$ cat src/rtl/gpio_switch_reader.sv
// gpio_switch_reader: synchronises and debounces the GPIO switch/button pads,
// then reports every debounced level change as one event through a small FIFO.
module gpio_switch_reader #(
  parameter int WIDTH           = 8,
  parameter int DEBOUNCE_CYCLES = 16,
  parameter int FIFO_DEPTH      = 4
) (
  input  logic                 CLK,
  input  logic                 RST,
  input  logic [WIDTH-1:0]     sw_in,
  output logic [WIDTH-1:0]     sw_level,
  output logic                 evt_valid,
  input  logic                 evt_ready,
  output logic [2*WIDTH-1:0]   evt_data,
  output logic                 evt_overflow,
  input  logic                 clear_overflow
);

  localparam int CNT_W = $clog2(DEBOUNCE_CYCLES);
  localparam int PTR_W = $clog2(FIFO_DEPTH);
  localparam logic [CNT_W-1:0] CNT_MAX  = CNT_W'(DEBOUNCE_CYCLES - 1);
  localparam logic [PTR_W:0]   FULL_CNT = (PTR_W + 1)'(FIFO_DEPTH);

  logic [WIDTH-1:0]   sync_p0;
  logic [WIDTH-1:0]   sync_p1;
  logic [WIDTH-1:0]   stable;
  logic [WIDTH-1:0]   stable_next;
  logic [WIDTH-1:0]   change_mask;
  logic [CNT_W-1:0]   cnt      [WIDTH];
  logic [CNT_W-1:0]   cnt_next [WIDTH];

  logic [2*WIDTH-1:0] mem [FIFO_DEPTH];
  logic [PTR_W-1:0]   wr_ptr;
  logic [PTR_W-1:0]   rd_ptr;
  logic [PTR_W:0]     count;
  logic               push;
  logic               pop;
  logic               full;
  logic               push_ok;
  logic               drop;

  // Stage p0 -> p1: two-flop synchroniser for the asynchronous pads.
  always_ff @(posedge CLK or posedge RST) begin
    if (RST) begin
      sync_p0 <= '0;
      sync_p1 <= '0;
    end else begin
      sync_p0 <= sw_in;
      sync_p1 <= sync_p0;
    end
  end

  // Per-bit debounce decision: count disagreeing cycles, flip on the last one.
  always_comb begin
    change_mask = '0;
    for (int i = 0; i < WIDTH; i++) begin
      cnt_next[i] = '0;
      if (sync_p1[i] != stable[i]) begin
        if (cnt[i] == CNT_MAX) change_mask[i] = 1'b1;
        else                   cnt_next[i]    = cnt[i] + CNT_W'(1);
      end
    end
  end

  assign stable_next = stable ^ change_mask;

  // Debounce state: stable levels and their disagreement counters.
  always_ff @(posedge CLK or posedge RST) begin
    if (RST) begin
      stable <= '0;
      for (int i = 0; i < WIDTH; i++) cnt[i] <= '0;
    end else begin
      stable <= stable_next;
      for (int i = 0; i < WIDTH; i++) cnt[i] <= cnt_next[i];
    end
  end

  // A full FIFO can still take a push when the head leaves in the same cycle.
  assign push      = |change_mask;
  assign full      = (count == FULL_CNT);
  assign evt_valid = (count != '0);
  assign pop       = evt_valid & evt_ready;
  assign push_ok   = push & (~full | pop);
  assign drop      = push & full & ~pop;

  // Event storage; contents are only meaningful behind the occupancy count.
  always_ff @(posedge CLK) begin
    if (push_ok) mem[wr_ptr] <= {change_mask, stable_next};
  end

  // FIFO pointers and occupancy; pointers wrap naturally at the power-of-2 depth.
  always_ff @(posedge CLK or posedge RST) begin
    if (RST) begin
      wr_ptr <= '0;
      rd_ptr <= '0;
      count  <= '0;
    end else begin
      if (push_ok) wr_ptr <= wr_ptr + PTR_W'(1);
      if (pop)     rd_ptr <= rd_ptr + PTR_W'(1);
      case ({push_ok, pop})
        2'b10:   count <= count + (PTR_W + 1)'(1);
        2'b01:   count <= count - (PTR_W + 1)'(1);
        default: count <= count;
      endcase
    end
  end

  // Sticky overflow flag; a drop in the same cycle as a clear keeps it set.
  always_ff @(posedge CLK or posedge RST) begin
    if (RST)                 evt_overflow <= 1'b0;
    else if (drop)           evt_overflow <= 1'b1;
    else if (clear_overflow) evt_overflow <= 1'b0;
  end

  assign sw_level = stable;
  assign evt_data = evt_valid ? mem[rd_ptr] : '0;

endmodule

$ cat config.mk
export PLATFORM = sky130hd
export DESIGN_NAME = gpio_switch_reader
export DESIGN_NICKNAME = d
export VERILOG_FILES = /design/src/rtl/gpio_switch_reader.sv
export SDC_FILE = /design/constraint.sdc
export NUM_CORES = 1
export LEC_CHECK = 0
export ABC_AREA = 0
export BUFFER_PORTS_ARGS = -buffer_cell sky130_fd_sc_hd__buf_2
export CAP_MARGIN = 10
export CORE_UTILIZATION = 37
export CTS_CLUSTER_SIZE = 10
export DETAILED_ROUTE_END_ITERATION = 7
export PLACE_DENSITY_LB_ADDON = 0.2
export SLEW_MARGIN = 20
export SYNTH_ARGS = -nofsm -noshare
export SYNTH_HDL_FRONTEND = slang
export SYNTH_SLANG_ARGS = --single-unit
$ cat constraint.sdc
create_clock -name CLK -period 2.3 [get_ports CLK]
set_input_delay 0.46 -clock CLK [delete_from_list [all_inputs] [get_ports CLK]]
set_output_delay 0.46 -clock CLK [all_outputs]
set_load 0.02 [all_outputs]
Word-level counts from Yosys, hierarchy flattened
Memory sizes are Yosys's and may differ from the RTL's.
Cells that the tools add are included.
{ "classes": {"add_sub_neg": 12, "n_mux": 38, "n_eq_ne": 19, "n_reduce_logical": 4, "bitwise": 8} }
{ "op_table": {"columns": ["operator", "n"], "rows": [
  ["$mux 4", 16],
  ["$add 4x1->4 const B", 8],
  ["$eq 4x4->1 const B", 8],
  ["$mux 1", 20],
  ["$mux 16", 1],
  ["$ne 1x1->1", 8],
  ["$reduce_or 8->1", 1],
  ["$xor 8x8->8", 1],
  ["$pmux 3 s2", 1],
  ["$add 2x1->2 const B", 2],
  ["$and 1x1->1", 4],
  ["$reduce_bool 2->1", 2],
  ["$add 3x1->3 const B", 1],
  ["$eq 3x3->1 const B", 1],
  ["$reduce_bool 3->1", 1],
  ["$sub 3x1->3 const B", 1],
  ["$eq 2x1->1 const B", 1],
  ["$eq 2x2->1 const B", 1],
  ["$not 1->1", 2],
  ["$or 1x1->1", 1]
]} }
{ "word_totals": {"mem_count": 1, "mem_bits_rw": 64, "wordCells": 97, "reg_bits": 64, "inputBits": 12, "output_inout_bits": 26} }
{ "mem_list": {"columns": ["memory", "depth", "width", "rd", "rd_clocked_by_memory_dff", "wr", "line", "rtl"], "rows": [
  ["mem", 4, 16, 1, 0, 1, "32", "logic [2*WIDTH-1:0] mem [FIFO_DEPTH];"]
]} }

Depth between registers and ports, before layout
{ "depth": {"ltp_word": 7, "ltp_mapped": 11, "mapped_depth_nobuf": 11} }

Least setup slack after synthesis
OpenSTA, ideal clock, no wires.
{ "synth_path": {"path_kind": "flip-flop to flip-flop", "start": "register cnt[20] (netlist name)", "end": "memory mem[0][0] (netlist name) (enable)", "path_stages_with_launch": 7, "t_arrival_ps": 1825, "setup_time_ps": 374, "synth_period_minus_slack_ps": 2199, "required_time_ps": 1926, "n_path_buf": 0, "setup_slack_ps": 101, "path_cell_list": "dfrtp_1 ha_1 nand3_1 nor2_2 nor4_4 a21oi_2 and2_1"} }
{ "synth_via": {"elab_chain_len": 7} }
{ "synth_rtl": {"columns": ["element", "line", "rtl"], "rows": [
  ["start, declared", "29", "logic [CNT_W-1:0] cnt [WIDTH];"],
  ["$eq 4x4->1", "59", "if (cnt[i] == CNT_MAX) change_mask[i] = 1'b1;"],
  ["$mux 1", "59", null],
  ["$mux 1", "58", "if (sync_p1[i] != stable[i]) begin"],
  ["named net change_mask[2]", "28", "logic [WIDTH-1:0] change_mask;"],
  ["$reduce_or 8->1", "79", "assign push = |change_mask;"],
  ["$and 1x1->1", "83", "assign push_ok = push & (~full | pop);"],
  ["$mux 1", "88", "if (push_ok) mem[wr_ptr] <= {change_mask, stable_next};"],
  ["$mux 1 (not written as such)", "88", null],
  ["end, declared", "32", null]
]} }
The timed path passes the listed nets, and every way through them passes these cells.

Worst setup path in the final report
{ "layout_path": {"start": "register rd_ptr[0]", "end": "output evt_data[8]"} }
{ "layout_via": {"elab_chain_len": 2} }
{ "layout_rtl": {"columns": ["element", "line", "rtl"], "rows": [
  ["start, declared", "34", "logic [PTR_W-1:0] rd_ptr;"],
  ["start signal, assigned", "99", "if (pop) rd_ptr <= rd_ptr + PTR_W'(1);"],
  ["$mem_v2 4x16", null, null],
  ["$mux 16", "116", "assign evt_data = evt_valid ? mem[rd_ptr] : '0;"],
  ["end, declared", "14", "output logic [2*WIDTH-1:0] evt_data,"]
]} }
Every way passes these cells.

==> run_results.csv <==
group,metric,value,unit
detailed_routing,drc,0,
floorplan,die-height,120,µm
critical_path,cp_top_family,"multiplexers",
floorplan,ios,38,
clock_tree,cts.sinks,128,
finish,fillerInstances,1160,
power_and_ir_drop,p_clk_frac,0.449,
finish,fin_util,0.495,
detailed_routing,met1_length,4400,µm
timing,slew_viol_final,0,
min_path,hp-class,"in -> async",
synth,ys_async_sr_fraction,0.500,
synth,syn_area,5150,µm²
detailed_routing,route.met3.wl,321,µm
timing,hold_violations,0,
timing,setup_viol,0,
synth,ys_types,37,
detailed_routing,top_layer,"met4",
global_routing,grt_pass1_wl,14700,µm
critical_path,critical_path_class,"reg -> out",
synth,syn-num-nets,336,
synth,ys.flop_type,"edfxtp_1",
detailed_routing,wl_met2,4220,µm
finish,layout_common_cells,"64 x edfxtp_1, 63 x dfrtp_1, 31 x buf_4, 28 x buf_2, 19 x clkbuf_16",
synth,yosysWarnings,0,
timing,slew_headroom,0.534,
critical_path,critPathBufInv,2,
placement,portBuffers,37,
power_and_ir_drop,p_per_area,915,nW/µm²
clock_tree,cts_max_level,4,
timing,clock_skew,0.00852,ns
detailed_routing,viasPerCell,4.77,
finish,fin_area,6630,µm²
detailed_routing,vias,2799,
timing,rsz0062_at_grt,"yes",
global_routing,grt_pass1_vias,2875,
power_and_ir_drop,leakage,0.00286,µW
finish,finalNetCount,423,
floorplan,core_area,13400,µm²
timing,worst-slew-pin-transition,0.689,ns
detailed_routing,drt_iter0_markers,86,
detailed_routing,routed_wl,9100,µm
outcome,status,"completed",
floorplan,start_util,0.385,
finish,syn2layout_area_growth,28.7,%
detailed_routing,dr.pass1.iters,4,
global_routing,grt_start_max_net_pins,65,
synth,seq_area_frac_synth,0.683,
placement,place_hpwl,5840,µm
critical_path,path_cells,"buf_12 > mux4_2 > and2_4 > buf_2",
timing,fin_crit_sh,0.995,
finish,antenna_cells,0,
detailed_routing,detail-route-antenna-nets,0,
finish,final_common_cell,"edfxtp_1",
power_and_ir_drop,pwr-share-comb,0.125,
critical_path,cpPeakStageDelay,0.52,ns
power_and_ir_drop,p_int,4720,µW
floorplan,num_rows,42,
synth,synth_seq_cells,128,
power_and_ir_drop,peakVddDrop,444,µV
clock_tree,cts-buffers-inserted,17,
critical_path,startpoint_type,"flop",
clock_tree,cts.clk_slew.worst_paths,0.05,ns
job,maxCapViolations,0,
global_routing,grt-ovfl-total,0,
finish,drive_gt1_frac,0.404,
floorplan,dieArea,14400,µm²
clock_tree,cts_buffer_depth,2,
finish,regArea,3520,µm²
clock_tree,cts_tree,"done",
finish,multiInputGateArea,1630,µm²
clock_tree,clk-insertion-delay-late,0.41,ns
critical_path,critPathSlowestCell,"mux4_2",
power_and_ir_drop,p_sw,1360,µW
critical_path,endpoint_kind,"output port",
synth,synth_edf_count,64,
power_and_ir_drop,p_seq_frac,0.426,
synth,avgSynthCellArea,16.6,µm²
power_and_ir_drop,power_switching_share,0.223,
placement,place_area,5840,µm²
clock_tree,clockRootBuffer,"clkbuf_16",
global_routing,grt_util_all_layers,0.141,
critical_path,required,1.84,ns
timing,fin_crit,2.29,ns
critical_path,worstPathArrival,1.83,ns
timing,fmax,0.437,GHz
detailed_routing,avgRoutedWirePerCell,15.5,µm
clock_tree,cts_hold_buffers,0,
synth,syn_inst,311,
floorplan,fp.dieW,120,µm
global_routing,antenna_found_initial,0,
critical_path,crit_fanout,9,
placement,gp_congestion,0.693,
sequential cells by signal, summed over array words and instances (netlist names):
| register | flops |
|---|---|
| sync_p0 | 8 |
| sw_level | 8 |
| count | 3 |
| wr_ptr | 2 |
| evt_overflow | 1 |
| mem | 64 |
| cnt | 32 |
| rd_ptr | 2 |
| sync_p1 | 8 |
power groups by stage:
stage	clock network [µW]	logic, µW	registers (µW)
finish	2720	759	2590
global route	2880	838	2600
floorplan	0	508	2590
global placement	0	698	2610
CTS	2800	711	2570
detailed placement	0	710	2620
layer usage:
metal	track usage	vias to the layer above
li1	-	1319
met1	0.191	1427
met2	0.199	38
met3	0.0542	15
met4	0.0633	0
met5	0	-
cells by family (layout without fill, tap and decap cells):
group                    after synthesis  count (layout)  synth area share
buffers and inverters                 16             116            0.0124
adder cells (fa/ha/maj)               13              13            0.0330
AND/OR/NAND/NOR                       78              78            0.0993
XOR/XNOR                              21              21            0.0444
AO/OA/AOI/OAI                         29              29            0.0328
multiplexers                          26              26            0.0947
flip-flops                           128             128             0.683
tightest hold or removal path, cell delays in order:
cell and delay [ns]:
buf_2 0.10, inv_2 0.06, buf_12 0.31
synth_stat cells (all sizes together), types with 6 or more instances:
cell	instances	area, µm²
dfrtp	64	1600
inv	10	37.5
nand3	9	45.0
o21ai	8	40.0
edfxtp	64	1920
mux2	9	105
and2	21	134
xnor2	21	229
nor2	18	92.6
nand4b	6	52.6
mux4	16	360
a21oi	13	68.8
nor3b	7	52.6
ha	12	150
path summary, 6_finish.rpt:
| kind | start | to | slack (ns) | cells after the start |
|---|---|---|---|---|
| hold / removal | RST | cnt[22] | 0.12 | 3 |
| setup reg to reg | cnt[12] | count[2] | 0.11 | 11 |
| min in group CLK | sw_in[0] | sync_p0[0] | 0.15 | 1 |
| max in group asynchronous | RST | rd_ptr[0] | 1.88 | 3 |
| setup / recovery | rd_ptr[0] | evt_data[8] | 0.01 | 4 |
| hold reg to reg | sync_p0[2] | sync_p1[2] | 0.35 | 0 |
what timing repair did:
action	CTS	global route
buffers inserted	2	2
gates cloned	0	1
gates resized for setup	0	38
pin swaps	1	3
hold endpoints to repair	0	0
setup endpoints to repair	14	82
cell type report:
type                            count  share of cell area
Clock inverter                      4              0.0106
Inverter                           10             0.00566
Timing Repair Buffer               74              0.0904
Multi-Input combinational cell    167               0.246
Sequential cell                   128               0.531
Tap cell                          176              0.0332
Clock buffer                       28              0.0826
per-stage QoR:
step | cells | hold slack [ns] | TNS (ns) | worst slack [ns] | total power (µW)
after floorplan | 311 | 0.331 | 0 | 0.101 | 3100
after global placement | 550 | 0.332 | 0 | 0.0868 | 3310
after detailed placement | 550 | 0.337 | -0.00279 | -0.00279 | 3330
after CTS | 584 | 0.123 | -0.277 | -0.0504 | 6080
after global routing | 587 | 0.127 | -0.528 | -0.0662 | 6320
final | 587 | 0.121 | 0 | 0.0115 | 6070
No activity file was read; power rests on OpenSTA's default activity.
